### config.mk
export PLATFORM = sky130hd
export DESIGN_NAME = pwm_generator
export DESIGN_NICKNAME = d
export VERILOG_FILES = /design/src/rtl/pwm_generator.sv
export SDC_FILE = /design/constraint.sdc
export NUM_CORES = 1
export LEC_CHECK = 0
export BUFFER_PORTS_ARGS = -buffer_cell sky130_fd_sc_hd__buf_2
export CAP_MARGIN = 20
export CORE_ASPECT_RATIO = 0.8
export CORE_MARGIN = 1.5
export CORE_UTILIZATION = 50
export CTS_CLUSTER_DIAMETER = 150
export CTS_CLUSTER_SIZE = 20
export DETAILED_ROUTE_END_ITERATION = 16
export PLACE_DENSITY = 0.69
export SLEW_MARGIN = 20
export SYNTH_ARGS = -nofsm -noshare
export SYNTH_HDL_FRONTEND = slang
export SYNTH_SLANG_ARGS = --single-unit
### constraint.sdc
create_clock -name clk_50 -period 5.3 [get_ports clk_50]
set_clock_uncertainty 0.05 [all_clocks]
set_input_delay 1.06 -clock clk_50 [delete_from_list [all_inputs] [get_ports clk_50]]
set_output_delay 1.06 -clock clk_50 [all_outputs]
set_load 0.02 [all_outputs]
### src/rtl/pwm_generator.sv
`default_nettype none
// ============================================================================
// Module   : pwm_generator
// Brief    : Fixed-frequency PWM, 100 duty steps of TICK_DIV clocks each;
//            duty in percent, clamped to 100 and latched once per period.
// Revision : 1.0  initial release
// ============================================================================
module pwm_generator #(
    parameter int TICK_DIV = 25
) (
    input  logic       clk_50,
    input  logic       reset,
    input  logic [6:0] DUTY_CYCLE,
    output logic       pwm_out,
    output logic       period_start
);

    localparam logic [6:0] c_STEP_LAST = 7'd99;
    localparam logic [6:0] c_DUTY_MAX  = 7'd100;

    logic       r_started;
    logic [6:0] r_step;
    logic [6:0] r_duty;

    logic       w_tick_last;
    logic       w_period_end;
    logic       w_start;
    logic [6:0] w_duty_clamp;
    logic [6:0] w_step_next;
    logic [6:0] w_duty_next;

    // A single-clock step needs no tick counter at all.
    generate
        if (TICK_DIV == 1) begin : g_tick_none
            assign w_tick_last = 1'b1;
        end else begin : g_tick_cnt
            localparam int c_TICK_W = $clog2(TICK_DIV);
            localparam logic [c_TICK_W-1:0] c_TICK_LAST = c_TICK_W'(TICK_DIV - 1);

            logic [c_TICK_W-1:0] r_tick;

            always_ff @(posedge clk_50) begin
                if (reset || w_start || (r_tick == c_TICK_LAST)) begin
                    r_tick <= '0;
                end else begin
                    r_tick <= r_tick + 1'b1;
                end
            end

            assign w_tick_last = (r_tick == c_TICK_LAST);
        end
    endgenerate

    // The first edge out of reset starts a period just like a normal wrap.
    assign w_period_end = r_started & w_tick_last & (r_step == c_STEP_LAST);
    assign w_start      = ~r_started | w_period_end;
    assign w_duty_clamp = (DUTY_CYCLE > c_DUTY_MAX) ? c_DUTY_MAX : DUTY_CYCLE;

    always_comb begin
        w_step_next = r_step;
        w_duty_next = r_duty;
        if (w_start) begin
            w_step_next = 7'd0;
            w_duty_next = w_duty_clamp;
        end else if (w_tick_last) begin
            w_step_next = r_step + 7'd1;
        end
    end

    // Outputs reflect the position being entered on this edge.
    always_ff @(posedge clk_50) begin
        if (reset) begin
            r_started    <= 1'b0;
            r_step       <= 7'd0;
            r_duty       <= 7'd0;
            pwm_out      <= 1'b0;
            period_start <= 1'b0;
        end else begin
            r_started    <= 1'b1;
            r_step       <= w_step_next;
            r_duty       <= w_duty_next;
            pwm_out      <= (w_step_next < w_duty_next);
            period_start <= w_start;
        end
    end

endmodule
`default_nettype wire

# == After elaboration in Yosys (flattened, before gate mapping) ==
# Cells that the tools add are included.
# op_classes
n_bitwise,4
muxes,5
magnitude_cmp,2
n_reduce_logical,2
addsub,2
eq_ne,2
# ops
cell,count
$mux 7,4
$add 7x1->7 const B,1
$eq 7x7->1 const B,1
$gt 7x7->1 const B,1
$lt 7x7->1,1
$add 5x1->5 const B,1
$eq 5x5->1 const B,1
$and 1x1->1,2
$logic_or 1x1->1,2
$mux 1,1
$not 1->1,1
$or 1x1->1,1
# totals
reg_bits,22
in_bits,9
out_inout_bits,2
word_cells,23

# == Logic depth before layout (Yosys ltp) ==
# Gate-level depths: netlist of run 1.
# logic_depth
ltp_word,6
ltp_mapped,11
mapped_depth_nobuf,11

# == Worst setup path after synthesis of run 1 ==
# OpenSTA, ideal clock, no wires.
# synth_path
kind,input-to-reg
from,in DUTY_CYCLE[3]
to,reg pwm_out
setup_slack_ns,2.678
setup_time_ns,0.074
required_time_ns,5.176
stages,8
arrival_ns,2.497
cell_sequence,o311ai_0 -> nand2b_1 -> mux2i_1 -> ha_1 -> a21o_1 -> a21oi_1 -> o21ai_0 -> a31oi_1
# synth_via
elab_chain_len,4
# synth_rtl
item,line,source
start: declaration,13,"input logic [6:0] DUTY_CYCLE,"
$gt 7x7->1,57,assign w_duty_clamp = (DUTY_CYCLE > c_DUTY_MAX) ? c_DUTY_MAX : DUTY_CYCLE;
$mux 7 *,57,
$mux 7 *,62,if (w_start) begin
$lt 7x7->1 *,82,pwm_out <= (w_step_next < w_duty_next);
end signal: assignment,82,
end: declaration,14,"output logic pwm_out,"
# Every way passes the cells marked *; elsewhere a longest branch is shown, timed or not.
# A chain may end at the register's enable or synchronous reset.

# == Worst setup path after layout of run 1 ==
# layout_path
from,reg g_tick_cnt.r_tick[0]
to,reg pwm_out
# layout_via
elab_chain_len,6
elab_cells_between_ends,8
cone_classes,order compare (1); eq/ne (1); mux (3); bitwise (3)
# layout_rtl
item,line,source
start: declaration,40,logic [c_TICK_W-1:0] r_tick;
start signal: assignment,46,r_tick <= r_tick + 1'b1;
$eq 5x5->1 *,50,assign w_tick_last = (r_tick == c_TICK_LAST);
$and 1x1->1 (2 in series),55,assign w_period_end = r_started & w_tick_last & (r_step == c_STEP_LAST);
$or 1x1->1,56,assign w_start = ~r_started | w_period_end;
$mux 7,62,
$lt 7x7->1 *,82,
# Marked as above.

==> metrics.txt, run 1 <==
result of the run=finished clean; maximum frequency from static timing analysis=0.326 GHz; antenna cells=0; Synth top area share=around 40%; commonest cells in the synthesized netlist=26 x sky130_fd_sc_hd__nor2_1, 22 x sky130_fd_sc_hd__dfxtp_1, 9 x sky130_fd_sc_hd__ha_1; global-route wire length before repair=2860 um; number of global-route vias before repair=637; slew margin rel.=between 30% and 40%; chip width=55.6 um; min-delay src=g_tick_cnt.r_tick[0]; detailed-route via count=795; crit-path cells=inv_1 > ha_1 > nand4b_4 > o41ai_4 > mux2i_1 > ha_1 > a21o_1 > a211oi_1 > o21ai_0 > a31oi_1; Sw Pwr=between 60 and 70 uW; Most used DFF post-synth=sky130_fd_sc_hd__dfxtp_1; post-cts resize count=0; Seq/Total Area, Yosys=39.8%; GRT overflow=0; largest fanout on the critical path=14; part of the cycle the worst path needs=57.8%; yosys warns=0; overall routed net length=1810 um; final max-slew violation count=0; max-cap viol count=0; area overhead of the layout relative to synthesis=8.94%; fraction of power spent switching nets=about 22%; CP dominant cell by count=sky130_fd_sc_hd__ha_1; cell row count=15; ports placed on the boundary=11; Post-Syn Area per Cell=~9.5 um^2; routability congestion estimate=0.841; CTS clock-pin slew for the worst setup and hold paths=0.11 ns; HPWL reported at the end of detailed placement=1440 um; DRC Markers=0; Port Buffer Count=10; WHS Endpoint=g_tick_cnt.r_tick[0]; core utilization of the finished layout=approximately 57%; total leakage power=approximately 0.00050 uW; number of antenna violations at the first check in global routing=0; global-route total usage across every layer=14.9%; relative contribution of the clock network to total power=a little under a third; final hold violations=0; total negative slack for setup checks=0 ns; maximum number of pins on one net before global-route repair=15; first-iteration detailed-routing DRC count=8; average wire per standard cell=11.8 um; number of cells produced by synthesis=~120; Register-to-Register Path Depth=10; count of flip-flops with a built-in enable after synthesis=0; number of buffers and inverters on the critical path=1; average via count per standard cell=between 5 and 6; Pwr per Cell Area=between 200 and 250 nW/um^2; TritonCTS buffer count=3; core region area=2120 um^2; slowest stage delay, CP=0.86 ns; antenna viol nets, final=0; CP Launch Type=flop; Synth Register Bits=22; cell area after synthesis=1110 um^2; Worst-Margin Slew=0.927 ns; clock network latency to the later pin of the worst-skew pair=0.30 ns; P_int=224 uW; CP max stage cell=sky130_fd_sc_hd__o41ai_4; TritonCTS sink count=22; final setup fails=0; most numerous cell in the Yosys netlist=sky130_fd_sc_hd__nor2_1; share of final-layout standard cells stronger than drive strength 1=14.8%; Peak VDD IR=0.000188 V; drt first pass iters=4; worst hold path depth=1; number of buffers between clock root and the deepest sink=2; required time of the critical path=5.49 ns; post-layout total power=289 uW; combinational group share of total power=a little under a tenth; effective utilization at floorplan=between 50% and 60%; worst min-delay path class=reg -> reg; die area=roughly 2500 um^2; net count of the finished layout=147; worst flop-to-flop path endpoint=pwm_out; asr flop ratio synth=0%; setup repair after global routing missed its margin=false; Mapped Nets=135; endpoint type of the worst setup path=flop; class of the most critical setup path=reg -> reg; sequential cell fraction of total power=59.9%; cell taking the most area after synthesis=sky130_fd_sc_hd__dfxtp_1; startpoint of the worst-slack reg-to-reg timing path=g_tick_cnt.r_tick[0]; worst reg2reg setup slack=2.24 ns; Area contributors post-synth=sky130_fd_sc_hd__dfxtp_1 40%, sky130_fd_sc_hd__ha_1 10%, sky130_fd_sc_hd__nor2_1 8.8%, sky130_fd_sc_hd__mux2i_1 6.3%, sky130_fd_sc_hd__xnor2_1 4.8%; setup repair bufs after CTS=0; clock period minus final worst setup slack=3.06 ns; cell family with most CP delay=compound AO/OA/AOI/OAI gates; die outline height=45.1 um; hold_buf cts=0; H-tree lvl count=1; arrival time of data at the critical path endpoint=3.25 ns; clock tree from TritonCTS=done; number of library cell types mapped by synthesis=34; Clock Tree Root=sky130_fd_sc_hd__clkbuf_4
placed cells by master (no fill, tap or decap), types with 2 or more instances in the layout:
cell type,instances
sky130_fd_sc_hd__ha_1,9
sky130_fd_sc_hd__nand3_1,6
sky130_fd_sc_hd__buf_2,10
sky130_fd_sc_hd__xnor2_1,6
sky130_fd_sc_hd__o211ai_1,2
sky130_fd_sc_hd__xor2_1,3
sky130_fd_sc_hd__clkbuf_4,3
sky130_fd_sc_hd__nor2_1,26
sky130_fd_sc_hd__inv_1,4
sky130_fd_sc_hd__nor3_1,2
sky130_fd_sc_hd__a21boi_0,2
sky130_fd_sc_hd__nand2_1,3
sky130_fd_sc_hd__a21oi_1,2
sky130_fd_sc_hd__mux2i_1,7
sky130_fd_sc_hd__dfxtp_1,22
sky130_fd_sc_hd__a21o_1,2
power groups by stage:
stage / clock, uW / combinational [uW] / sequential [uW]
floorplan: 0 / 18.9 / 178
global placement: 0 / 27.1 / 177
detailed placement: 0 / 27.6 / 177
CTS: 91.8 / 27.7 / 173
global route: 100 / 30.7 / 174
finish: 88.5 / 27.6 / 173
registers in the layout, summed over array words and instances (netlist names):
name and cells:
pwm_out 1, period_start 1, r_duty 7, r_step 7, g_tick_cnt.r_tick 5, r_started 1
through the flow:
stage,setup slack (ns),hold slack (ns),cells,instance area (um^2)
2_1_floorplan,2.68,0.380,117,1110
3_3_place_gp,2.28,0.396,149,1170
3_5_place_dp,2.28,0.413,149,1170
4_1_cts,2.27,0.439,153,1200
5_1_grt,2.05,0.498,153,1200
6_report,2.24,0.437,153,1200
kinds of logic after synthesis:
| family | share of synthesized area (%) |
|---|---|
| simple gates | 22.2 |
| flops | 39.8 |
| compound gates | 11.3 |
| xor+xnor | 7.13 |
| fa+ha+maj | 10.2 |
| buf+inv | 3.05 |
| mux | 6.34 |
routing by layer:
layer	global-route usage [%]	part of all wire, %	vias up
met5	0	0	-
met4	1.46	0	0
met3	6.02	2.9	0
met2	18.8	37	9
met1	23.7	60	354
li1	-	-	432
area by class of cell:
class / instances / area, um^2
Clock buffer: 4 / 36.3
Fill cell: 192 / 916
Inverter: 4 / 15.0
Multi-Input combinational cell: 88 / 632
Sequential cell: 22 / 440
Tap cell: 25 / 31.3
Timing Repair Buffer: 10 / 50.0
how the worst max path moves through the flow:
stage / startpoint / endpoint / slack (ns) / cells after the start
finish: g_tick_cnt.r_tick[0] / pwm_out / 2.24 / 10
global route: g_tick_cnt.r_tick[0] / pwm_out / 2.05 / 10
detailed placement: DUTY_CYCLE[3] / pwm_out / 2.28 / 9
global placement: DUTY_CYCLE[3] / pwm_out / 2.28 / 9
floorplan: DUTY_CYCLE[3] / pwm_out / 2.68 / 8
CTS: g_tick_cnt.r_tick[0] / pwm_out / 2.27 / 10
No activity file was read; power rests on OpenSTA's default activity.
==> inputs of run 2 (changes only) <==
PLACE_DENSITY = 0.72   (was 0.69)
clock period = 2.7 ns   (was 5.3 ns; I/O delays follow)
==> run 2 against run 1 <==
Largest power group unchanged. Count of clock-buffer cells in the layout down 1. Fmax up 15%. Global-route usage up 3.4 points. Highest routed layer is now met4. Cell area up 8.2%.
==> metrics.txt, run 2 (same netlist as run 1, synthesis figures left out) <==
Worst-Margin Slew=0.635 ns (was 0.927 ns); P_int=517 uW (was 224 uW); chip width=55.6 um (unchanged); net count of the finished layout=155 (was 147); share of final-layout standard cells stronger than drive strength 1=22.1% (was 14.8%); H-tree lvl count=1 (unchanged); post-layout total power=659 uW (was 289 uW); max-cap viol count=0 (unchanged); endpoint type of the worst setup path=flop (unchanged); combinational group share of total power=10.2% (was 9.5%); Peak VDD IR=0.000435 V (was 0.000188 V); clock period minus final worst setup slack=2.66 ns (was 3.06 ns); Final Cell Area=1300 um^2 (was 1200 um^2); area overhead of the layout relative to synthesis=17.9% (was 8.94%); Pwr per Cell Area=506 nW/um^2 (was 240 nW/um^2); clock tree from TritonCTS=done (unchanged); relative contribution of the clock network to total power=38.2% (was 30.6%); Port Buffer Count=10 (unchanged); most common library cell in the layout ignoring fill and taps=sky130_fd_sc_hd__nor2_1 (unchanged); average via count per standard cell=5.53 (was 5.20); part of the cycle the worst path needs=98.4% (was 57.8%); routability congestion estimate=0.756 (was 0.841); die outline height=45.1 um (unchanged); CTS clock-pin slew for the worst setup and hold paths=0.12 ns (was 0.11 ns); placed standard-cell area=1190 um^2 (was 1170 um^2); arrival time of data at the critical path endpoint=2.85 ns (was 3.25 ns); core region area=2120 um^2 (unchanged); total leakage power=0.000549 uW (was 0.000502 uW); drt first pass iters=4 (unchanged); overall routed net length=2320 um (was 1810 um); commonest non-fill, non-tap cells in the layout=26 x sky130_fd_sc_hd__nor2_1, 21 x sky130_fd_sc_hd__dfxtp_1, 10 x sky130_fd_sc_hd__buf_2 (was 26 x sky130_fd_sc_hd__nor2_1, 22 x sky130_fd_sc_hd__dfxtp_1, 10 x sky130_fd_sc_hd__buf_2); hold_buf cts=0 (unchanged); DRC Markers=0 (unchanged); global-route wire length before repair=3420 um (was 2860 um); antenna cells=0 (unchanged); registers with the highest flip-flop counts=r_duty x7, r_step x7, g_tick_cnt.r_tick x5 (unchanged); result of the run=finished clean (unchanged); die area=2500 um^2 (unchanged); GRT overflow=0 (unchanged); required time of the critical path=2.90 ns (was 5.49 ns); cell row count=15 (unchanged); worst min-delay path class=reg -> reg (unchanged); HPWL reported at the end of detailed placement=1700 um (was 1440 um); maximum frequency from static timing analysis=0.376 GHz (was 0.326 GHz); sequential cell fraction of total power=51.6% (was 59.9%); total negative slack for setup checks=0 ns (unchanged); final hold violations=0 (unchanged); detailed-route via count=890 (was 795); final max-slew violation count=0 (unchanged); Sw Pwr=143 uW (was 64.9 uW); TritonCTS sink count=22 (unchanged); TritonCTS buffer count=3 (unchanged); slew margin rel.=57.1% (was 38.0%); non-filler instance count after layout=161 (was 153); first-iteration detailed-routing DRC count=24 (was 8); largest fanout on the critical path=7 (was 14); clock network latency to the later pin of the worst-skew pair=0.31 ns (was 0.30 ns); number of antenna violations at the first check in global routing=0 (unchanged); antenna viol nets, final=0 (unchanged); core utilization of the finished layout=61.5% (was 56.8%); maximum number of pins on one net before global-route repair=14 (was 15); Clock Tree Root=sky130_fd_sc_hd__clkbuf_4 (unchanged); global-route total usage across every layer=18.3% (was 14.9%); effective utilization at floorplan=52.2% (unchanged); average wire per standard cell=14.4 um (was 11.8 um); CP Launch Type=flop (unchanged); number of global-route vias before repair=733 (was 637); total placed cells including tap cells=152 (was 149); ports placed on the boundary=11 (unchanged); class of the most critical setup path=reg -> reg (unchanged); fraction of power spent switching nets=21.6% (was 22.4%); number of buffers between clock root and the deepest sink=2 (unchanged); final setup fails=0 (unchanged)
## run 2: area by class of cell
cell class	instances	area, um^2
fillers	190	817
inverters	4	15.0
repair buffers	18	114
clock buffers	3	22.5
clock inverters	1	30.0
flip-flops and latches	22	442
multi-input cells	88	649
well taps	25	31.3
## run 2: final timing paths
check,start,end,slack [ns],depth (start not counted)
worst min register to register,g_tick_cnt.r_tick[0],g_tick_cnt.r_tick[0],0.43,1
worst min-delay path,g_tick_cnt.r_tick[0],g_tick_cnt.r_tick[0],0.43,1
worst max-delay path,r_step[1],pwm_out,0.04,11
worst max register to register,r_step[1],pwm_out,0.04,11
## run 2: critical path: stages, from the launching register on
cell                       delay [ns]
sky130_fd_sc_hd__dfxtp_2         0.38
sky130_fd_sc_hd__ha_1            0.18
sky130_fd_sc_hd__nand4b_1        0.21
sky130_fd_sc_hd__o41ai_4         0.41
sky130_fd_sc_hd__buf_6           0.19
sky130_fd_sc_hd__buf_4           0.15
sky130_fd_sc_hd__nor2_1          0.05
sky130_fd_sc_hd__ha_1            0.32
sky130_fd_sc_hd__a21o_1          0.19
sky130_fd_sc_hd__a21oi_1         0.20
sky130_fd_sc_hd__o21ai_0         0.11
sky130_fd_sc_hd__a31oi_1         0.14
## run 2: power groups by stage
stage / registers (uW) / clock network [uW] / logic (uW)
global placement: 347 / 0 / 54.4
global route: 341 / 271 / 74.1
CTS: 340 / 256 / 56.7
finish: 340 / 252 / 67.1
detailed placement: 347 / 0 / 56.4
floorplan: 349 / 0 / 37.1
## run 2: repair_timing
item | CTS | global route
gates resized for setup | 0 | 7
buffers inserted | 0 | 5
setup endpoints to repair | 0 | 1
## run 2: routing by layer
metal	vias to the layer above	part of all wire, %	track usage, %	wire (um)
met5	-	0	0	0
met4	0	1.6	2.93	38
met3	4	6.2	6.30	145
met2	29	44	27.4	1010
met1	409	49	26.1	1130
li1	448	-	-	-
## run 2: stage by stage
step	hold WS (ns)	setup WS, ns
2_1_floorplan	0.380	0.234
3_3_place_gp	0.397	0.143
3_5_place_dp	0.413	0.102
4_1_cts	0.435	0.0677
5_1_grt	0.442	-0.0606
6_report	0.434	0.0431
